File: src/rtl/rf_ctrl_pkg.sv
// Shared types and constants for the register-file control stage.
package rf_ctrl_pkg;

  localparam int unsigned DataW  = 4;
  localparam int unsigned AddrW  = 3;
  localparam int unsigned InstrW = 12;

  // Instruction field positions: {opcode, dst, src1, src2}; LDI reuses the low nibble as imm.
  localparam int unsigned OpMsb   = 11;
  localparam int unsigned OpLsb   = 9;
  localparam int unsigned DstMsb  = 8;
  localparam int unsigned DstLsb  = 6;
  localparam int unsigned Src1Msb = 5;
  localparam int unsigned Src1Lsb = 3;
  localparam int unsigned Src2Msb = 2;
  localparam int unsigned Src2Lsb = 0;
  localparam int unsigned ImmMsb  = 3;
  localparam int unsigned ImmLsb  = 0;

  typedef enum logic [2:0] {
    OpAdd  = 3'b000,
    OpSub  = 3'b001,
    OpAnd  = 3'b010,
    OpOr   = 3'b011,
    OpXor  = 3'b100,
    OpLdi  = 3'b101,
    OpNop  = 3'b110,
    OpHalt = 3'b111
  } opcode_e;

  typedef enum logic [2:0] {
    StIdle = 3'd0,
    StRead = 3'd1,
    StExec = 3'd2,
    StWb   = 3'd3,
    StHalt = 3'd4
  } state_e;

  // Opcodes that read two registers and go through the ALU.
  function automatic logic is_alu_op(opcode_e op);
    return (op == OpAdd) || (op == OpSub) || (op == OpAnd) || (op == OpOr) || (op == OpXor);
  endfunction

endpackage

File: src/rtl/alu4.sv
// Combinational 4-bit ALU: ADD/SUB report carry/borrow, logic ops clear carry.
module alu4
  import rf_ctrl_pkg::*;
(
  input  logic [DataW-1:0] a,
  input  logic [DataW-1:0] b,
  input  opcode_e          op,
  output logic [DataW-1:0] result,
  output logic             carry
);

  logic [DataW:0] w_wide;

  // One extra bit holds carry for ADD and borrow for SUB (a < b wraps into the top bit).
  always_comb begin
    w_wide = '0;
    case (op)
      OpAdd:   w_wide = {1'b0, a} + {1'b0, b};
      OpSub:   w_wide = {1'b0, a} - {1'b0, b};
      OpAnd:   w_wide = {1'b0, a & b};
      OpOr:    w_wide = {1'b0, a | b};
      OpXor:   w_wide = {1'b0, a ^ b};
      default: w_wide = '0;
    endcase
  end

  assign result = w_wide[DataW-1:0];
  assign carry  = w_wide[DataW];

endmodule

File: src/rtl/rf_controller.sv
// Multi-cycle control stage sequencing reads, ALU execution and writeback for an 8x4 register file.
module rf_controller
  import rf_ctrl_pkg::*;
#(
  parameter int unsigned DATA_W = DataW,
  parameter int unsigned ADDR_W = AddrW
) (
  input  logic              clk,
  input  logic              reset,
  input  logic              instr_valid,
  input  logic [11:0]       instr,
  output logic              instr_ready,
  output logic [ADDR_W-1:0] RF_ad1,
  output logic [ADDR_W-1:0] RF_ad2,
  output logic [ADDR_W-1:0] RF_wad,
  output logic              RF_we,
  output logic [DATA_W-1:0] RF_wd,
  input  logic [DATA_W-1:0] RF_d1,
  input  logic [DATA_W-1:0] RF_d2,
  output logic              done,
  output logic              halted,
  output logic              zero_flag,
  output logic              carry_flag,
  output logic [7:0]        instr_count
);

  state_e            r_state;
  state_e            w_state_next;
  opcode_e           r_op;
  logic [ADDR_W-1:0] r_ad1;
  logic [ADDR_W-1:0] r_ad2;
  logic [ADDR_W-1:0] r_wad;
  logic [DATA_W-1:0] r_result;
  logic              r_zero;
  logic              r_carry;
  logic [7:0]        r_count;

  opcode_e           w_in_op;
  logic              w_accept;
  logic [DATA_W-1:0] w_alu_result;
  logic              w_alu_carry;

  assign w_in_op  = opcode_e'(instr[OpMsb:OpLsb]);
  assign w_accept = instr_valid && (r_state == StIdle);

  alu4 u_alu4 (
    .a      (RF_d1),
    .b      (RF_d2),
    .op     (r_op),
    .result (w_alu_result),
    .carry  (w_alu_carry)
  );

  // State register; reset abandons any in-flight instruction.
  always_ff @(posedge clk or negedge reset) begin
    if (!reset) r_state <= StIdle;
    else        r_state <= w_state_next;
  end

  // Next-state decode; HALT is terminal until reset.
  always_comb begin
    w_state_next = r_state;
    case (r_state)
      StIdle: begin
        if (instr_valid) begin
          if (is_alu_op(w_in_op))    w_state_next = StRead;
          else if (w_in_op == OpHalt) w_state_next = StHalt;
          else                        w_state_next = StWb;
        end
      end
      StRead:  w_state_next = StExec;
      StExec:  w_state_next = StWb;
      StWb:    w_state_next = StIdle;
      StHalt:  w_state_next = StHalt;
      default: w_state_next = StIdle;
    endcase
  end

  // Moore outputs decoded from registered state only, so reset drops RF_we asynchronously.
  always_comb begin
    instr_ready = (r_state == StIdle);
    done        = (r_state == StWb);
    halted      = (r_state == StHalt);
    RF_we       = (r_state == StWb) && (r_op != OpNop);
  end

  // Instruction capture at accept, plus result/flag registration at the end of EXEC.
  always_ff @(posedge clk or negedge reset) begin
    if (!reset) begin
      r_op     <= OpNop;
      r_ad1    <= '0;
      r_ad2    <= '0;
      r_wad    <= '0;
      r_result <= '0;
      r_zero   <= 1'b0;
      r_carry  <= 1'b0;
    end else begin
      if (w_accept && (w_in_op != OpHalt)) begin
        r_op  <= w_in_op;
        r_wad <= instr[DstMsb:DstLsb];
        if (is_alu_op(w_in_op)) begin
          r_ad1 <= instr[Src1Msb:Src1Lsb];
          r_ad2 <= instr[Src2Msb:Src2Lsb];
        end
        // LDI bypasses the ALU; its immediate is the writeback value.
        if (w_in_op == OpLdi) r_result <= instr[ImmMsb:ImmLsb];
      end
      if (r_state == StExec) begin
        r_result <= w_alu_result;
        r_zero   <= (w_alu_result == '0);
        r_carry  <= w_alu_carry;
      end
    end
  end

  // Retired-instruction counter; wraps naturally at 8 bits.
  always_ff @(posedge clk or negedge reset) begin
    if (!reset)                r_count <= '0;
    else if (r_state == StWb)  r_count <= r_count + 8'd1;
  end

  assign RF_ad1      = r_ad1;
  assign RF_ad2      = r_ad2;
  assign RF_wad      = r_wad;
  assign RF_wd       = r_result;
  assign zero_flag   = r_zero;
  assign carry_flag  = r_carry;
  assign instr_count = r_count;

endmodule

File: config.mk
export PLATFORM = sky130hd
export DESIGN_NAME = rf_controller
export DESIGN_NICKNAME = d
export VERILOG_FILES = /design/src/rtl/rf_ctrl_pkg.sv /design/src/rtl/alu4.sv /design/src/rtl/rf_controller.sv
export SDC_FILE = /design/constraint.sdc
export NUM_CORES = 1
export LEC_CHECK = 0
export BUFFER_PORTS_ARGS = -buffer_cell sky130_fd_sc_hd__buf_2
export CORE_MARGIN = 8
export CORE_UTILIZATION = 25
export CTS_CLUSTER_DIAMETER = 50
export DETAILED_ROUTE_END_ITERATION = 10
export PLACE_DENSITY_LB_ADDON = 0.05
export SLEW_MARGIN = 20
export SYNTH_ARGS = -nofsm -noshare
export SYNTH_HDL_FRONTEND = slang
export SYNTH_SLANG_ARGS = --single-unit
File: constraint.sdc
create_clock -name clk -period 2.35 [get_ports clk]
set_input_delay 0.705 -clock clk [delete_from_list [all_inputs] [get_ports clk]]
set_output_delay 0.705 -clock clk [all_outputs]
set_load 0.1 [all_outputs]
# Yosys cells after proc, flatten, opt, wreduce, memory -nomap -nowiden
# Cells that the tools add are included.
dict set report classes {
  add_sub_neg 3
  multipliers 0
  div_mod_pow 0
  n_lt_le_gt_ge 0
  n_eq_ne 17
  shift 0
  mux 8
  bitwise 3
  n_reduce_logical 15
}
# op n
set ops {}
lappend ops {{$pmux W5 S5} 1}
lappend ops {{$eq A3 B2 Y1 const B} 6}
lappend ops {{$eq A3 B3 Y1 const B} 5}
lappend ops {{$mux W4} 3}
lappend ops {{$pmux W3 S4} 1}
lappend ops {{$eq A3 B1 Y1 const B} 3}
lappend ops {{$logic_not A3 Y1} 3}
lappend ops {{$mux W3} 3}
lappend ops {{$add A8 B1 Y8 const B} 1}
lappend ops {{$ne A3 B3 Y1 const B} 2}
lappend ops {{$add A4 B4 Y5} 1}
lappend ops {{$sub A4 B4 Y5} 1}
lappend ops {{$and A4 B4 Y4} 1}
lappend ops {{$logic_not A4 Y1} 1}
lappend ops {{$logic_or A1 B1 Y1} 4}
lappend ops {{$or A4 B4 Y4} 1}
lappend ops {{$reduce_and A2 Y1} 2}
lappend ops {{$reduce_bool A2 Y1} 2}
lappend ops {{$xor A4 B4 Y4} 1}
lappend ops {{$logic_and A1 B1 Y1} 3}
lappend ops {{$ne A2 B2 Y1 const B} 1}
dict set report totals {
  regBits 29
  latch_bits 0
  ramBits 0
  mem_bits_ro 0
  input_bits 23
  elab_cells 55
  n_memories 0
}

# Depth between registers and ports, before layout
# Gate-level depths: netlist (run 1).
dict set report logic_depth {
  ltp_word 8
  mapped_depth 12
  depth_no_buf 11
}

# Cells and area by module
# A second synthesis (run 1) with hierarchy kept.
dict set report hier_totals {
  cells_unflattened 177
  hier_area_um2 1841.8
}
# module n_inst cells_each area_per_inst_um2 seq_area_each_um2
set by_module_without_submodules {}
lappend by_module_without_submodules {rf_controller 1 112 1335.0 728.2}
lappend by_module_without_submodules {alu4 1 65 506.7 0.0}

# Worst setup path before layout (run 1)
# Ideal clock, no wire load.
dict set report synth_timing {
  path_type {register -> output}
  start {register r_state[0]}
  end {output port halted}
  arrival_time_ps 2700
  required_time_ps 1645
  slack_ps -1055
  path_stages_with_launch 3
  path_buffers 1
  cell_sequence {dfrtp_1 buf_4 nor3b_1}
}
dict set report synth_between {
  elab_chain_len 1
}
# element line
set synth_lines {}
lappend synth_lines {{start: declaration} rf_controller.sv:27} ;# state_e r_state;
lappend synth_lines {{start signal: assignment} rf_controller.sv:56} ;# if (!reset) r_state <= StIdle;
lappend synth_lines {{start signal: assignment} rf_controller.sv:57} ;# else r_state <= w_state_next;
lappend synth_lines {{$eq A3 B3 Y1} rf_controller.sv:83} ;# halted = (r_state == StHalt);
lappend synth_lines {{end: declaration} rf_controller.sv:21} ;# output logic halted,
# Every way passes these cells.

# Worst setup path after layout (run 1)
dict set report layout_timing {
  start {register r_state[2]}
  end {output port halted}
}
# Same word-level chain as after synthesis.

==> impl_metrics.ini, run 1 <==
[cells_and_area]
fillers = 704
stdcell_area_sq_um = 2300
diodes = 0
multiInputGateArea_sq_um = 950
areaGrowthSynthToFinish_pct = 31.9
drive_above_1_share_pct = 42.5
ff_latch_area_sq_um = 728
nets = 258
final_cell_mix = buf_2, dfrtp_1, nand2_1, ha_1, mux2_2
layout_commonest_cell = buf_2

[sta]
fin_ws_ps = 150
final_hold_viol_count = 0
worst_pin_slew_ps = 666
slew_headroom_pct = 55.6
fin_crit_sh_pct = 93.6
finalCriticalPeriod_ps = 2200
slew_violations = 0
rsz0062_at_grt = no
fmax_mhz = 454
timing.hold.ws_ps = 439
skew_ps = 14.0
setup_viol = 0

[yosys]
synth_nets = 198
synth.distinct_cells = 41
synthTopCellsByArea = dfrtp_1, ha_1, mux2_2
syn_inst = 160
synth_top_area_share_pct = 38.7
post_synth.cell_area_avg_sq_um = 10.9
ys_seq_elements = 29
seq_area_frac_synth_pct = 41.7
synth_warnings = 0
synth_area_sq_um = 1750
synth_top_area_cell = dfrtp_1

[clocking]
clockBufferDepth = 2
cts_buffers = 5
cts.sinks = 29
htree_levels = 2
clk_pin_slew_ps = 80
clock-root-buffer = clkbuf_8
cts_tree = yes
postCtsSetupBuffers = 0
insertion_delay_ps = 290

[placement]
post-place-ws_ps = -184
place_area_sq_um = 2190
place_hpwl_mm = 3.49
io_buffers = 49
place.gp.congestion = 0.862

[floorplan]
die_w_um = 99.6
die_area_sq_um = 9920
initial_core_util_pct = 25.7
fp-row-count = 30
core_area_sq_um = 6790
io_pins = 50
die_y_um = 99.6

[critical_path]
arrival_ps = 1500
worstPathRequired_ps = 1640
worst_setup_path_end_kind = output pin
cp-start-kind = register
crit_path_max_fanout = 8
setup.worst_path.class = reg -> out
rr_worst_depth = 9

[grt]
grt_use_total_pct = 9.27
grt-ovfl-total = 0
grt_pass1_vias = 1485
grt_pass1_wl_mm = 7.38
antenna_found_initial = 0
grt_max_degree = 30

[route]
routed_wl_mm = 4.34
drtAntennaViolNets = 0
drt_first_pass_iters = 4
drtIter0Drc = 31
num_vias = 1350
viasPerCell = 4.26
wire_per_inst_um = 13.7
route.detailed.drc = 0

[min_path]
hold_path.class = in -> async

[status]
status = finished, final reports clean

[flow_run]
drv_cap = 0
synth_stat cells:
| cell | number |
|---|---|
| a31oi_1 | 1 |
| buf_4 | 1 |
| o22ai_1 | 3 |
| o21ai_1 | 1 |
| nor4b_4 | 1 |
| o221ai_1 | 2 |
| buf_2 | 2 |
| nand3_2 | 1 |
| ha_1 | 14 |
| nand4b_4 | 1 |
| and3_4 | 1 |
| xor2_1 | 7 |
| nor3b_1 | 2 |
| nor3_1 | 2 |
| dfrtp_1 | 27 |
| o31ai_1 | 2 |
| a311oi_2 | 1 |
| a41oi_1 | 1 |
| mux2_2 | 13 |
| a311oi_1 | 1 |
| fa_1 | 1 |
| a32o_1 | 1 |
| nand2_1 | 16 |
| mux2_1 | 1 |
| nor2_1 | 9 |
| a211oi_1 | 4 |
| xnor2_1 | 6 |
| buf_6 | 3 |
| mux2i_1 | 1 |
| nand2b_1 | 1 |
| o21ai_0 | 5 |
| o21a_1 | 1 |
| and3b_1 | 1 |
| nand3_1 | 3 |
| or2_2 | 1 |
| or3b_1 | 1 |
| a21oi_1 | 6 |
| dfstp_2 | 2 |
| inv_1 | 11 |
| a21o_1 | 1 |
| and4_4 | 1 |
metrics by stage:
step,std cells,utilization [%],setup TNS [ps]
after floorplan,160,-,-52.3
after global placement,309,32.2,-403
after detailed placement,309,32.2,-497
after CTS,317,33.9,0
after global routing,317,33.9,0
final,317,33.9,0
layer usage:
metal | global-route usage (%) | up-vias | share of wire [%]
met2 | 15.2 | 32 | 49
li1 | - | 681 | -
met4 | 2.79 | 0 | 0.74
met1 | 10.9 | 633 | 44
met3 | 3.56 | 4 | 6.7
met5 | 0 | - | 0
final cells by class:
cell class / instances / area share [%]
clock buffers: 5 / 2.99
flip-flops and latches: 29 / 31.6
well taps: 96 / 5.21
clock inverters: 3 / 2.01
inverters: 11 / 1.79
multi-input cells: 114 / 41.2
repair buffers: 59 / 15.2
what timing repair did:
item | in CTS | in global routing
hold buffers | 0 | 0
setup endpoints to repair | 0 | 1
hold endpoints to repair | 0 | 0
gates resized for setup | 0 | 1
worst max-delay path, stage by stage, from the launching register on:
cell and delay, ps:
dfrtp_1 540, nor3b_4 230, buf_2 440
cell families (layout without fill, tap and decap cells):
group / Yosys count / in the layout / share of synthesized area [%]
buf+inv: 17 / 78 / 5.30
xor+xnor: 13 / 13 / 6.52
compound gates: 30 / 30 / 11.7
mux: 15 / 15 / 9.60
fa+ha+maj: 15 / 15 / 11.2
flops: 29 / 29 / 41.7
simple gates: 41 / 41 / 14.0
registers in the layout, summed over array words and instances (netlist names):
name	cells
RF_ad1	3
RF_ad2	3
RF_wad	3
RF_wd	4
carry_flag	1
instr_count	8
r_op	3
r_state	3
zero_flag	1
path summary, 6_finish.rpt:
path,start,endpoint,slack [ps]
min in group clk,instr_count[7]$_DFFE_PN0P_,instr_count[7]$_DFFE_PN0P_,460
max in group asynchronous,reset,r_state[0]$_DFFE_PN0P_,1460
worst max register to register,r_op[0]$_DFFE_PN0P_,zero_flag$_DFFE_PN0N_,210
worst max-delay path,r_state[2]$_DFFE_PN0P_,halted,150
worst min-delay path,reset,RF_ad1[1]$_DFFE_PN0P_,440
worst min register to register,instr_count[7]$_DFFE_PN0P_,instr_count[7]$_DFFE_PN0P_,460
Power of run 1 is left out: the tool's default activity adds up to more than one toggle a clock period on the data nets, which glitch-free logic cannot reach.
==> run 2: changes to the inputs <==
==> constraint.sdc (replaced) <==
create_clock -name clk -period 2.1 [get_ports clk]
set_input_delay 0.63 -clock clk [delete_from_list [all_inputs] [get_ports clk]]
set_output_delay 0.63 -clock clk [all_outputs]
set_load 0.1 [all_outputs]
==> run 2 against run 1 <==
  * The flow now finishes with violations (setup timing)
  * Routed wire length decreased by 0.58%
  * Sequential share of layout area decreased by 1.8 points
  * Critical path type is now in -> reg
  * Sequential cell count unchanged
  * Largest cell class unchanged
  * First-iteration DRC count grew 29%
==> impl_metrics.ini, run 2 (synthesized netlist as in run 1, its figures left out) <==
[status]
status = complete, but fails checks
failed_checks = setup timing

[critical_path]
worstPathRequired_ps = 2260
crit_path_max_fanout = 4
worst_setup_path_end_kind = register
arrival_ps = 2270
cp-start-kind = input port
setup.worst_path.class = in -> reg

[cells_and_area]
fillers = 698
stdcell_area_sq_um = 2450
largest_register_ffs = 8
layout_commonest_cell = buf_2
post-route-util_pct = 36.1
diodes = 0
final_cell_mix = buf_2, dfrtp_1, buf_4, nand2_1
areaGrowthSynthToFinish_pct = 40.3
nets = 267
drive_above_1_share_pct = 49.6

[sta]
fin_crit_sh_pct = 100
rsz0062_at_grt = yes
fmax_mhz = 475
finalCriticalPeriod_ps = 2100
skew_ps = 8.71
slew_violations = 0
slew_headroom_pct = 55.6
worst_pin_slew_ps = 666
final_hold_viol_count = 0
tns_ps = -3.23
fin_ws_ps = -3.23
setup_viol = 1

[floorplan]
core_area_sq_um = 6790
initial_core_util_pct = 25.7
io_pins = 50
die_w_um = 99.6
die_y_um = 99.6
fp-row-count = 30
die_area_sq_um = 9920

[grt]
antenna_found_initial = 0
grt-ovfl-total = 0
grt_pass1_vias = 1481
grt_max_degree = 30
grt_use_total_pct = 9.25
grt_pass1_wl_mm = 7.36

[route]
drt_first_pass_iters = 4
viasPerCell = 4.24
wire_per_inst_um = 13.2
num_vias = 1381
drtIter0Drc = 40
route.detailed.drc = 0
routed_wl_mm = 4.32
drtAntennaViolNets = 0

[placement]
place.gp.congestion = 0.746
place_area_sq_um = 2260
place_hpwl_mm = 3.49
io_buffers = 49

[clocking]
cts_tree = yes
insertion_delay_ps = 280
clockBufferDepth = 2
clock-root-buffer = clkbuf_8
cts.sinks = 29
cts_buffers = 5
clk_pin_slew_ps = 70
htree_levels = 2

[flow_run]
drv_cap = 0

[min_path]
hold_path.class = in -> async
## run 2: routing by layer
metal / up-vias / wire (um) / global-route usage, %
met5: - / 0 / 0
met4: 0 / 43 / 2.79
met3: 7 / 357 / 4.33
met2: 38 / 1840 / 13.2
met1: 631 / 2080 / 12.0
li1: 705 / - / -
## run 2: worst max-delay path, stage by stage
cell,delay [ps]
buf_6,70
inv_2,40
ha_4,150
a21oi_2,120
xnor2_1,90
ha_1,350
a21oi_1,180
o21ai_2,80
xor2_1,170
o221ai_2,130
a32o_1,260
## run 2: final cells by class
type	count	area (sq um)	area share, %
Sequential cell	29	731	29.8
Timing Repair Buffer	68	460	18.8
Clock buffer	7	96.3	3.93
Clock inverter	1	5.00	0.204
Multi-Input combinational cell	114	996	40.7
Tap cell	96	120	4.90
Inverter	11	41.3	1.69
## run 2: final timing paths
kind / start / end / slack, ps / depth (start not counted)
setup / recovery: RF_d2[0] / zero_flag$_DFFE_PN0N_ / -3 / 11
hold / removal: reset / RF_ad1[2]$_DFFE_PN0P_ / 380 / 1
setup reg to reg: r_op[1]$_DFFE_PN1P_ / zero_flag$_DFFE_PN0N_ / 10 / 9
hold reg to reg: instr_count[7]$_DFFE_PN0P_ / instr_count[7]$_DFFE_PN0P_ / 470 / 1
max in group asynchronous: reset / r_state[1]$_DFFE_PN0P_ / 1240 / 1
min in group clk: instr_count[7]$_DFFE_PN0P_ / instr_count[7]$_DFFE_PN0P_ / 470 / 1
## run 2: repair_timing
action,in CTS,in global routing
setup buffers,0,4
setup endpoints to repair,3,3
gates resized for setup,5,8
pin swaps,10,13
hold buffers,0,0
## run 2: through the flow
step	hold slack (ps)	worst slack [ps]	cells
6_report	379	-3.23	326
5_1_grt	430	-87.1	326
4_1_cts	409	-17.5	322
3_5_place_dp	465	-331	314
3_3_place_gp	453	-330	314
2_1_floorplan	334	-227	160
Power of run 2 is left out for the same reason.
==> run 3: changes to the inputs <==
--- a/config.mk
+++ b/config.mk
@@ -10,7 +10,7 @@
 export CORE_UTILIZATION = 25
 export CTS_CLUSTER_DIAMETER = 50
 export DETAILED_ROUTE_END_ITERATION = 10
-export PLACE_DENSITY_LB_ADDON = 0.05
+export PLACE_DENSITY = 0.48
 export SLEW_MARGIN = 20
 export SYNTH_ARGS = -nofsm -noshare
 export SYNTH_HDL_FRONTEND = slang
==> run 3 against run 2 <==
  * The run now ends clean
  * Routed wire length decreased by 0.90%
  * Fmax increased by 1.5%
  * Global-route usage decreased by 0.39 points
  * Via count increased by 2.6%
  * Cell area increased by 0.15%
  * Die area unchanged
  * Register-to-register slack improved by 30 ps
==> impl_metrics.ini, run 3 (synthesized netlist as in run 1, its figures left out) <==
[sta]
fmax_mhz = 482
final_hold_viol_count = 0
fin_crit_sh_pct = 98.7
slew_headroom_pct = 57.0
setup_viol = 0
skew_ps = 9.90
slew_violations = 0
worst_pin_slew_ps = 645
finalCriticalPeriod_ps = 2070
rsz0062_at_grt = yes

[route]
routed_wl_mm = 4.28
route.detailed.drc = 0
drtIter0Drc = 21
wire_per_inst_um = 13.0
num_vias = 1417
viasPerCell = 4.32
drt_first_pass_iters = 4
drtAntennaViolNets = 0

[floorplan]
initial_core_util_pct = 25.7
io_pins = 50
die_w_um = 99.6
core_area_sq_um = 6790
die_y_um = 99.6
fp-row-count = 30
die_area_sq_um = 9920

[cells_and_area]
final_cell_mix = buf_2, dfrtp_1, buf_4, nand2_1
fillers = 700
nets = 269
drive_above_1_share_pct = 50.9
areaGrowthSynthToFinish_pct = 40.5
instances_no_fill = 328
diodes = 0
layout_commonest_cell = buf_2
largest_register_ffs = 8

[clocking]
cts_buffers = 5
clk_pin_slew_ps = 70
htree_levels = 2
hold_buffers = 0
clock-root-buffer = clkbuf_8
clockBufferDepth = 2
cts_tree = yes
insertion_delay_ps = 290
cts.sinks = 29

[critical_path]
setup.worst_path.class = in -> reg
worst_setup_path_end_kind = register
crit_path_max_fanout = 4
cp-start-kind = input port
worstPathRequired_ps = 2280
arrival_ps = 2250
reg2reg_slack_ps = 40

[flow_run]
drv_cap = 0

[placement]
place.gp.congestion = 0.712
post-place-cells = 316
io_buffers = 49
place_hpwl_mm = 3.34

[grt]
grt_max_degree = 30
grt_use_total_pct = 8.86
grt-ovfl-total = 0
antenna_found_initial = 0
grt_pass1_vias = 1500
met1_usage_pct = 10.5
top_usage_layer = met2
grt_pass1_wl_mm = 7.02
met2_usage_pct = 14.2
met3_usage_pct = 2.86

[status]
status = finished, final reports clean

[min_path]
hold_path.class = in -> async
## run 3: cell count changes in the layout (fill, tap and decap cells not counted)
cell / change
o21ai_2: +2
clkbuf_8: -1
buf_4: +2
o21ai_4: -1
a21oi_1: -2
dfrtp_1: -1
dfrtp_2: +1
nor2_2: +1
o21ai_1: -1
a21oi_2: +2
clkinv_2: -1
clkbuf_1: +2
nor2_4: -1
## run 3: final cells by class
cell class,instances,area [sq um],share of cell area (%)
clock buffer,8,90.1,3.67
multi-input combinational,114,995,40.5
tap,96,120,4.90
sequential,29,732,29.8
timing repair buffer,70,475,19.4
inverter,11,41.3,1.68
## run 3: stage by stage
| step | hold WS, ps | instance area, sq um | utilization, % | worst slack [ps] | TNS (ps) |
|---|---|---|---|---|---|
| after floorplan | 334 | 1780 | - | -227 | -334 |
| after global placement | 457 | 2280 | 33.5 | -307 | -1100 |
| after detailed placement | 466 | 2280 | 33.5 | -324 | -1170 |
| after CTS | 394 | 2400 | 35.3 | 8.35 | 0 |
| after global routing | 416 | 2450 | 36.1 | -110 | -260 |
| final | 372 | 2450 | 36.1 | 27.3 | 0 |
## run 3: path summary, 6_finish.rpt
| path | start | to | depth (start not counted) |
|---|---|---|---|
| min in group clk | carry_flag$_DFFE_PN0N_ | carry_flag$_DFFE_PN0N_ | 2 |
| min reg2reg | carry_flag$_DFFE_PN0N_ | carry_flag$_DFFE_PN0N_ | 2 |
| max reg2reg | r_op[1]$_DFFE_PN1P_ | zero_flag$_DFFE_PN0N_ | 9 |
| max in group asynchronous | reset | r_state[2]$_DFFE_PN0P_ | 1 |
| min | reset | RF_wd[2]$_DFFE_PN0P_ | 1 |
| max | RF_d2[0] | zero_flag$_DFFE_PN0N_ | 11 |
## run 3: what timing repair did
item                       4_1_cts  5_1_grt
buffers inserted                 1        3
pin swaps                        8       11
setup endpoints to repair        3        5
gates resized for setup          7        8
## run 3: critical path: stages
cell and delay (ps):
buf_6 90, inv_2 70, ha_4 140, a21oi_2 30, xnor2_1 130, ha_1 350, buf_4 160, xor2_1 130
o22ai_1 180, a311oi_2 70, a32o_1 260
## run 3: layer usage
layer / wire length (um) / share of wire, %
met5: 0 / 0
met4: 78 / 1.8
met3: 252 / 5.9
met2: 2010 / 47
met1: 1940 / 45
Power of run 3 is left out for the same reason.
